**src/rtl/seg7_pkg.sv**
```systemverilog
// seg7_pkg: shared constants for the seven-segment scan driver.
//   FONT           : 16-entry hex glyph table, active-high, bit 0 = segment a
//   SEG_A..SEG_DP  : bit positions inside the 8-bit segment bus
//   inactive_level : pin level that means "off" for a given polarity setting
package seg7_pkg;

  localparam int SEG_A  = 0;
  localparam int SEG_B  = 1;
  localparam int SEG_C  = 2;
  localparam int SEG_D  = 3;
  localparam int SEG_E  = 4;
  localparam int SEG_F  = 5;
  localparam int SEG_G  = 6;
  localparam int SEG_DP = 7;

  // Entry n holds the glyph for hex digit n (entry 0 sits in the low bits).
  localparam logic [15:0][6:0] FONT = {
    7'h71, 7'h79, 7'h5E, 7'h39, 7'h7C, 7'h77, 7'h67, 7'h7F,
    7'h07, 7'h7D, 7'h6D, 7'h66, 7'h4F, 7'h5B, 7'h06, 7'h3F
  };

  // An active-low pin is off when high; an active-high pin is off when low.
  function automatic logic inactive_level(input int active_low);
    return (active_low != 0) ? 1'b1 : 1'b0;
  endfunction

endpackage

```
**src/rtl/seg7_scan_driver_if.sv**
```systemverilog
// seg7_scan_driver_if: bundle between a display client and the scan driver.
//   value/dp/blank_lz/brightness : display request (client -> driver)
//   segment/digit/frame_start    : board pin drive and frame marker (driver -> client)
// Modports: master = client side, slave = driver side.
interface seg7_scan_driver_if #(
  parameter int DIGITS = 4
);
  logic [4*DIGITS-1:0] value;
  logic [DIGITS-1:0]   dp;
  logic                blank_lz;
  logic [3:0]          brightness;
  logic [7:0]          segment;
  logic [DIGITS-1:0]   digit;
  logic                frame_start;

  modport master (
    output value, dp, blank_lz, brightness,
    input  segment, digit, frame_start
  );

  modport slave (
    input  value, dp, blank_lz, brightness,
    output segment, digit, frame_start
  );
endinterface

```
**src/rtl/seg7_font_decode.sv**
```systemverilog
// seg7_font_decode: combinational hex-to-glyph lookup.
//   nibble : hex digit to show
//   blank  : 1 forces an empty glyph
//   glyph  : active-high segments a..g (bit 0 = a)
module seg7_font_decode
  import seg7_pkg::*;
(
  input  logic [3:0] nibble,
  input  logic       blank,
  output logic [6:0] glyph
);

  // Glyph lookup with blanking override.
  always_comb begin
    if (blank) begin
      glyph = 7'h00;
    end else begin
      glyph = FONT[nibble];
    end
  end

endmodule

```
**src/rtl/seg7_scan_driver.sv**
```systemverilog
// seg7_scan_driver: multiplexed seven-segment scanner.
//   clk   : system clock, rising edge
//   reset : asynchronous active-high reset
//   bus   : seg7_scan_driver_if.slave (value, dp, blank_lz, brightness in;
//           segment, digit, frame_start out, all outputs registered)
// Each digit owns a slot of SCAN_DIV cycles; the first BLANK_CYCLES of a slot
// keep every digit off to avoid ghosting. Inputs are sampled once per frame.
// Optional feature macro: SEG7_DIM_EN adds 16-step PWM brightness on the
// digit enables.
module seg7_scan_driver
  import seg7_pkg::*;
#(
  parameter int DIGITS         = 4,
  parameter int SCAN_DIV       = 65536,
  parameter int BLANK_CYCLES   = 16,
  parameter int ACTIVE_LOW_SEG = 1,
  parameter int ACTIVE_LOW_DIG = 1
) (
  input logic              clk,
  input logic              reset,
  seg7_scan_driver_if.slave bus
);

  localparam int S_W   = (SCAN_DIV > 1) ? $clog2(SCAN_DIV) : 1;
  localparam int IDX_W = (DIGITS > 1) ? $clog2(DIGITS) : 1;
  localparam logic [S_W-1:0]    S_LAST   = S_W'(SCAN_DIV - 1);
  localparam logic [S_W-1:0]    S_BLANK  = S_W'(BLANK_CYCLES);
  localparam logic [IDX_W-1:0]  IDX_LAST = IDX_W'(DIGITS - 1);
  localparam logic [7:0]        SEG_OFF  = {8{inactive_level(ACTIVE_LOW_SEG)}};
  localparam logic [DIGITS-1:0] DIG_OFF  = {DIGITS{inactive_level(ACTIVE_LOW_DIG)}};

  logic [S_W-1:0]      s_q, s_d;
  logic [IDX_W-1:0]    idx_q, idx_d;
  logic [4*DIGITS-1:0] value_sh_q, value_sh_d;
  logic [DIGITS-1:0]   dp_sh_q, dp_sh_d;
  logic                blz_sh_q, blz_sh_d;
  logic [7:0]          segment_q, segment_d;
  logic [DIGITS-1:0]   digit_q, digit_d;
  logic                frame_start_q, frame_start_d;

  logic [DIGITS-1:0]   lz_blank_s;
  logic [DIGITS-1:0]   dig_onehot_s;
  logic [3:0]          cur_nibble_s;
  logic                cur_dp_s;
  logic                cur_blank_s;
  logic [6:0]          glyph_s;
  logic [7:0]          seg_on_s;
  logic                lit_s;
  logic                pwm_on_s;

`ifdef SEG7_DIM_EN
  logic [3:0] bright_sh_q, bright_sh_d;
  logic [3:0] p_q, p_d;
  logic [3:0] p_cur_s;
`else
  logic brightness_unused;
  assign brightness_unused = ^bus.brightness;
`endif

  // Slot/digit counters and the once-per-frame input snapshot.
  always_comb begin
    s_d        = s_q;
    idx_d      = idx_q;
    value_sh_d = value_sh_q;
    dp_sh_d    = dp_sh_q;
    blz_sh_d   = blz_sh_q;
`ifdef SEG7_DIM_EN
    bright_sh_d = bright_sh_q;
`endif
    if (s_q == S_LAST) begin
      s_d = '0;
      if (idx_q == IDX_LAST) begin
        // Last cycle of the frame: the next frame sees a coherent input set.
        idx_d      = '0;
        value_sh_d = bus.value;
        dp_sh_d    = bus.dp;
        blz_sh_d   = bus.blank_lz;
`ifdef SEG7_DIM_EN
        bright_sh_d = bus.brightness;
`endif
      end else begin
        idx_d = idx_q + 1'b1;
      end
    end else begin
      s_d = s_q + 1'b1;
    end
  end

  // Leading-zero detection: walk down from the top digit while nibbles stay zero.
  always_comb begin
    logic zeros_above;
    zeros_above = 1'b1;
    lz_blank_s  = '0;
    for (int i = DIGITS - 1; i >= 0; i--) begin
      zeros_above   = zeros_above & (value_sh_q[4*i +: 4] == 4'h0);
      lz_blank_s[i] = blz_sh_q & zeros_above & (i != 0);
    end
  end

  // Select the current digit's nibble, dp and blank flag; build the one-hot enable.
  always_comb begin
    cur_nibble_s = 4'h0;
    cur_dp_s     = 1'b0;
    cur_blank_s  = 1'b0;
    dig_onehot_s = '0;
    for (int i = 0; i < DIGITS; i++) begin
      dig_onehot_s[i] = (idx_q == IDX_W'(i));
      cur_nibble_s    = cur_nibble_s | (dig_onehot_s[i] ? value_sh_q[4*i +: 4] : 4'h0);
      cur_dp_s        = cur_dp_s | (dig_onehot_s[i] & dp_sh_q[i]);
      cur_blank_s     = cur_blank_s | (dig_onehot_s[i] & lz_blank_s[i]);
    end
  end

  seg7_font_decode u_font (
    .nibble (cur_nibble_s),
    .blank  (cur_blank_s),
    .glyph  (glyph_s)
  );

`ifdef SEG7_DIM_EN
  // PWM phase restarts at the first lit cycle so every digit gets the same duty.
  always_comb begin
    if (s_q == S_BLANK) begin
      p_cur_s = 4'h0;
    end else begin
      p_cur_s = p_q;
    end
    if (lit_s) begin
      p_d = p_cur_s + 4'h1;
    end else begin
      p_d = p_q;
    end
    pwm_on_s = (p_cur_s <= bright_sh_q);
  end
`else
  assign pwm_on_s = 1'b1;
`endif

  // Next output values; polarity is applied by XOR with the "off" level.
  always_comb begin
    seg_on_s              = 8'h00;
    seg_on_s[SEG_G:SEG_A] = glyph_s;
    seg_on_s[SEG_DP]      = cur_dp_s;
    lit_s                 = (s_q >= S_BLANK);
    frame_start_d         = (s_q == '0) && (idx_q == '0);
    if (lit_s) begin
      segment_d = seg_on_s ^ SEG_OFF;
      digit_d   = (pwm_on_s ? dig_onehot_s : '0) ^ DIG_OFF;
    end else begin
      segment_d = SEG_OFF;
      digit_d   = DIG_OFF;
    end
  end

  // State, shadow and output registers.
  always_ff @(posedge clk or posedge reset) begin
    if (reset) begin
      s_q           <= '0;
      idx_q         <= '0;
      value_sh_q    <= '0;
      dp_sh_q       <= '0;
      blz_sh_q      <= 1'b0;
      segment_q     <= SEG_OFF;
      digit_q       <= DIG_OFF;
      frame_start_q <= 1'b0;
`ifdef SEG7_DIM_EN
      bright_sh_q   <= 4'h0;
      p_q           <= 4'h0;
`endif
    end else begin
      s_q           <= s_d;
      idx_q         <= idx_d;
      value_sh_q    <= value_sh_d;
      dp_sh_q       <= dp_sh_d;
      blz_sh_q      <= blz_sh_d;
      segment_q     <= segment_d;
      digit_q       <= digit_d;
      frame_start_q <= frame_start_d;
`ifdef SEG7_DIM_EN
      bright_sh_q   <= bright_sh_d;
      p_q           <= p_d;
`endif
    end
  end

  assign bus.segment     = segment_q;
  assign bus.digit       = digit_q;
  assign bus.frame_start = frame_start_q;

endmodule

```
**src/flat_wrapper.sv**
```systemverilog
// flat-port wrapper written by rule: the top's interface ports become plain ports
module seg7_scan_driver_flat import seg7_pkg::*;
#(
  parameter int DIGITS         = 4,
  parameter int SCAN_DIV       = 65536,
  parameter int BLANK_CYCLES   = 16,
  parameter int ACTIVE_LOW_SEG = 1,
  parameter int ACTIVE_LOW_DIG = 1
)
  (clk, reset, bus_value, bus_dp, bus_blank_lz, bus_brightness, bus_segment, bus_digit, bus_frame_start);
  seg7_scan_driver_if #(.DIGITS(DIGITS)) bus_i ();
  input logic clk;
  input logic reset;
  input wire logic [$bits(bus_i.value)-1:0] bus_value;
  input wire logic [$bits(bus_i.dp)-1:0] bus_dp;
  input wire logic [$bits(bus_i.blank_lz)-1:0] bus_blank_lz;
  input wire logic [$bits(bus_i.brightness)-1:0] bus_brightness;
  output wire logic [$bits(bus_i.segment)-1:0] bus_segment;
  output wire logic [$bits(bus_i.digit)-1:0] bus_digit;
  output wire logic [$bits(bus_i.frame_start)-1:0] bus_frame_start;
  assign bus_i.value = bus_value;
  assign bus_i.dp = bus_dp;
  assign bus_i.blank_lz = bus_blank_lz;
  assign bus_i.brightness = bus_brightness;
  assign bus_segment = bus_i.segment;
  assign bus_digit = bus_i.digit;
  assign bus_frame_start = bus_i.frame_start;
  seg7_scan_driver #(.DIGITS(DIGITS), .SCAN_DIV(SCAN_DIV), .BLANK_CYCLES(BLANK_CYCLES), .ACTIVE_LOW_SEG(ACTIVE_LOW_SEG), .ACTIVE_LOW_DIG(ACTIVE_LOW_DIG)) u_core (.clk(clk), .reset(reset), .bus(bus_i));
endmodule
```
**config.mk**
```make
export PLATFORM = sky130hd
export DESIGN_NAME = seg7_scan_driver_flat
export DESIGN_NICKNAME = d
export VERILOG_FILES = /design/src/rtl/seg7_pkg.sv /design/src/rtl/seg7_scan_driver_if.sv /design/src/rtl/seg7_font_decode.sv /design/src/rtl/seg7_scan_driver.sv /design/src/flat_wrapper.sv
export SDC_FILE = /design/constraint.sdc
export NUM_CORES = 1
export LEC_CHECK = 0
export ABC_CLOCK_PERIOD_IN_PS = 2100
export CAP_MARGIN = 20
export CELL_PAD_IN_SITES_DETAIL_PLACEMENT = 1
export CELL_PAD_IN_SITES_GLOBAL_PLACEMENT = 1
export CORE_UTILIZATION = 42
export CTS_CLUSTER_DIAMETER = 200
export DETAILED_ROUTE_END_ITERATION = 8
export PLACE_DENSITY_LB_ADDON = 0.1
export SYNTH_ARGS = -nofsm -noshare
export SYNTH_HDL_FRONTEND = slang
export SYNTH_SLANG_ARGS = --single-unit
```
**constraint.sdc**
```tcl
create_clock -name clk -period 2.1 [get_ports clk]
set_input_delay 0.525 -clock clk [delete_from_list [all_inputs] [get_ports clk]]
set_output_delay 0.525 -clock clk [all_outputs]
set_load 0.01 [all_outputs]
```
==> flow_summary_export.csv <==
group,metric,value,unit
sta,relSlewSlack,0.727,
sta,fmax,0.515,GHz
floorplanning,pin_count,40,
synthesis,synth_area,2490,µm²
final_layout,drive_above_1_share,0.258,
sta,worst_pin_slew,0.410,ns
global_route,grt_max_degree,53,
sta,hold_viol,0,
synthesis,synth_area_per_cell,12.0,µm²
worst_setup_path,cp.required,2.32,ns
clocking,cts_hold_buffers,0,
floorplanning,die_h,79.0,µm
floorplanning,initial_core_util,0.444,
synthesis,yosysTopAreaCell,"dfrtp_1",
synthesis,ys_ff_latch,52,
synthesis,ys_types,39,
drt,wl_per_cell,16.3,µm
power,seqPwrFrac,0.533,
sta,rsz0062_at_grt,"no",
sta,setup-tns-final,0,ns
placement,dp_slack,0.0226,ns
power,p_int,1580,µW
floorplanning,fp.dieW,79.0,µm
placement,routabilityCongestion,0.763,
placement,dp_hpwl,3910,µm
floorplanning,rows,27,
global_route,grt_pass1_vias,1846,
final_layout,design_area,3160,µm²
synthesis,yosysWarnings,0,
synthesis,yosysSeqAreaShare,0.528,
global_route,grt_pass1_wl,9110,µm
sta,hold_slack,0.511,ns
global_route,overflow,0,
job,drv_cap,0,
drt,drcViolationCount,0,
clocking,htree_num_levels,2,
clocking,clkLatencyLatePin,0.30,ns
worst_setup_path,end_kind,"flop",
power,vdd_drop_max,379,µV
sta,fin_worst_skew,0.0111,ns
sta,fin_crit,1.94,ns
sta,setup_ws,0.159,ns
worst_hold_path,hold_path_startpoint,"u_core.s_q[14]",
placement,portBuffers,35,
power,switchingPower,418,µW
power,switching_share,0.209,
global_route,grt_use_total,0.191,
clocking,cts_root_buf,"clkbuf_8",
outcome,outcome,"completed",
drt,firstDrtPassIters,4,
floorplanning,fp.coreArea,5610,µm²
clocking,clockBufferDepth,2,
power,leakage,0.00144,µW
worst_setup_path,r2r-start,"u_core.idx_q[0]",
clocking,clock_sinks,52,
power,p_clk_frac,0.371,
worst_setup_path,critical_path_arrival,2.16,ns
synthesis,syn_inst,208,
clocking,cts_buffers,5,
clocking,path_clk_slew,0.10,ns
worst_setup_path,crit_type,"reg -> reg",
worst_setup_path,worst-path-max-fanout,6,
clocking,cts_tree,"built",
worst_setup_path,r2r_cells,7,
worst_setup_path,critPathLaunch,"u_core.idx_q[0]",
global_route,antenna_found_initial,0,
worst_hold_path,hold_class,"reg -> reg",
floorplanning,die-area,6240,µm²
drt,dr.first_iter.drc_count,46,
worst_setup_path,cp-start-kind,"flop",
placement,dpl_cell_area,3020,µm²
drt,via_per_inst,5.33,
sta,finalCritPeriodShare,0.924,
synthesis,synthTopCellsByArea,"dfrtp_1 40%, dfstp_2 13%, mux2_4 12%",
drt,totalWireLength,5410,µm
power,combPwrFrac,0.097,
synthesis,synth.top_cell.area_share,0.402,
sta,slew_violations,0,
worst_hold_path,hold_path_depth,1,
final_layout,synthToLayoutAreaGrowth,26.7,%
final_layout,diodes,0,
final_layout,finalNetCount,294,
sta,setup_viol,0,
synthesis,synth_nets,243,
drt,antenna_left,0,
drt,dr_total_vias,1770,
power,p_per_area,633,nW/µm²
[layout by cell type (no fill, tap or decap), types with 6 or more instances in the layout]
cell type / netlist / layout
inv_1: 9 / 8
clkbuf_8: 0 / 7
a22oi_1: 8 / 7
dfstp_2: 12 / 12
nand4_1: 6 / 6
nor4_1: 7 / 7
mux2_4: 20 / 20
nor2_1: 12 / 12
buf_4: 0 / 14
dfrtp_1: 40 / 40
clkdlybuf4s50_1: 0 / 35
xnor2_1: 10 / 10
nand2_1: 24 / 23
[state kept, by name, summed over array words and instances, names as in the netlist]
register                flops
u_core.dp_sh_q              4
u_core.s_q                 16
u_core.value_sh_q          16
u_core.bus.digit            4
u_core.bus.frame_start      1
u_core.blz_sh_q             1
u_core.idx_q                2
u_core.bus.segment          8
[critical path: stages, from the launching register on]
cell	delay, ns
dfrtp_1	0.41
inv_1	0.09
ha_1	0.28
a22oi_1	0.23
nand2_2	0.13
ha_2	0.23
or3_1	0.38
o211ai_1	0.10
[cells in the mapped netlist]
| library cell | number |
|---|---|
| a21o_1 | 2 |
| a21oi_1 | 5 |
| a221oi_2 | 1 |
| a22o_1 | 1 |
| a22oi_1 | 8 |
| a32oi_1 | 1 |
| and2_1 | 1 |
| and3_1 | 1 |
| and3_4 | 1 |
| buf_2 | 3 |
| buf_6 | 2 |
| clkbuf_1 | 1 |
| dfrtp_1 | 40 |
| dfstp_2 | 12 |
| ha_1 | 8 |
| inv_1 | 9 |
| mux2_2 | 1 |
| mux2_4 | 20 |
| mux2i_1 | 1 |
| nand2_1 | 24 |
| nand2_4 | 1 |
| nand3_1 | 5 |
| nand4_1 | 6 |
| nand4_2 | 1 |
| nor2_1 | 12 |
| nor2b_1 | 1 |
| nor3_1 | 2 |
| nor3_2 | 1 |
| nor4_1 | 7 |
| o211ai_1 | 1 |
| o21ai_0 | 6 |
| o221ai_1 | 2 |
| o22ai_1 | 1 |
| o311ai_1 | 1 |
| o41a_1 | 1 |
| or3_1 | 3 |
| or4_1 | 1 |
| xnor2_1 | 10 |
| xor2_1 | 4 |
[cell families after synthesis]
logic type	after synthesis	synth area share
muxes	22	0.129
adders and majority gates	8	0.0402
and+or+nand+nor	67	0.137
xor gates and xnor gates	14	0.0492
buffers and inverters	15	0.0301
AOI/OAI and AO/OA	30	0.0859
DFF	52	0.528
[final cells by class]
class,instances,area (µm²)
repair buffers,50,475
multi-input cells,141,1110
well taps,72,90.1
clock inverters,1,30.0
flip-flops and latches,52,1320
inverters,9,33.8
fillers,603,2450
clock buffers,7,96.3
[through the flow]
step,total power (µW),std cells,utilization
2_1_floorplan,1170,208,-
3_3_place_gp,1270,324,0.538
3_5_place_dp,1280,324,0.538
4_1_cts,2030,332,0.561
5_1_grt,2090,332,0.563
6_report,2000,332,0.563
[power groups by stage]
stage / combinational (µW) / sequential, µW / clock [µW]
global placement: 189 / 1080 / 0
detailed placement: 193 / 1080 / 0
global route: 212 / 1070 / 809
floorplan: 88.7 / 1080 / 0
finish: 193 / 1060 / 741
CTS: 195 / 1060 / 770
[metal layers]
metal | up-vias | wire (µm) | track usage
met5 | - | 0 | 0
met4 | 0 | 72 | 0.0473
met3 | 6 | 192 | 0.0506
met2 | 34 | 2660 | 0.309
met1 | 887 | 2480 | 0.256
li1 | 843 | - | -
[worst paths after layout]
check                                        endpoint  slack (ns)
worst max-delay path            u_core.bus.segment[2]        0.16
worst min-delay path                   u_core.s_q[14]        0.51
worst max register to register  u_core.bus.segment[2]        0.16
worst min register to register         u_core.s_q[14]        0.51
max in group asynchronous         u_core.bus.digit[1]        1.23
min in group asynchronous               u_core.s_q[6]        0.58
[repair_timing]
item	CTS	global route
gates resized for setup	1	5
setup endpoints to repair	2	4
gates cloned	0	0
buffers inserted	0	0
Power figures use the tool's default switching activity.
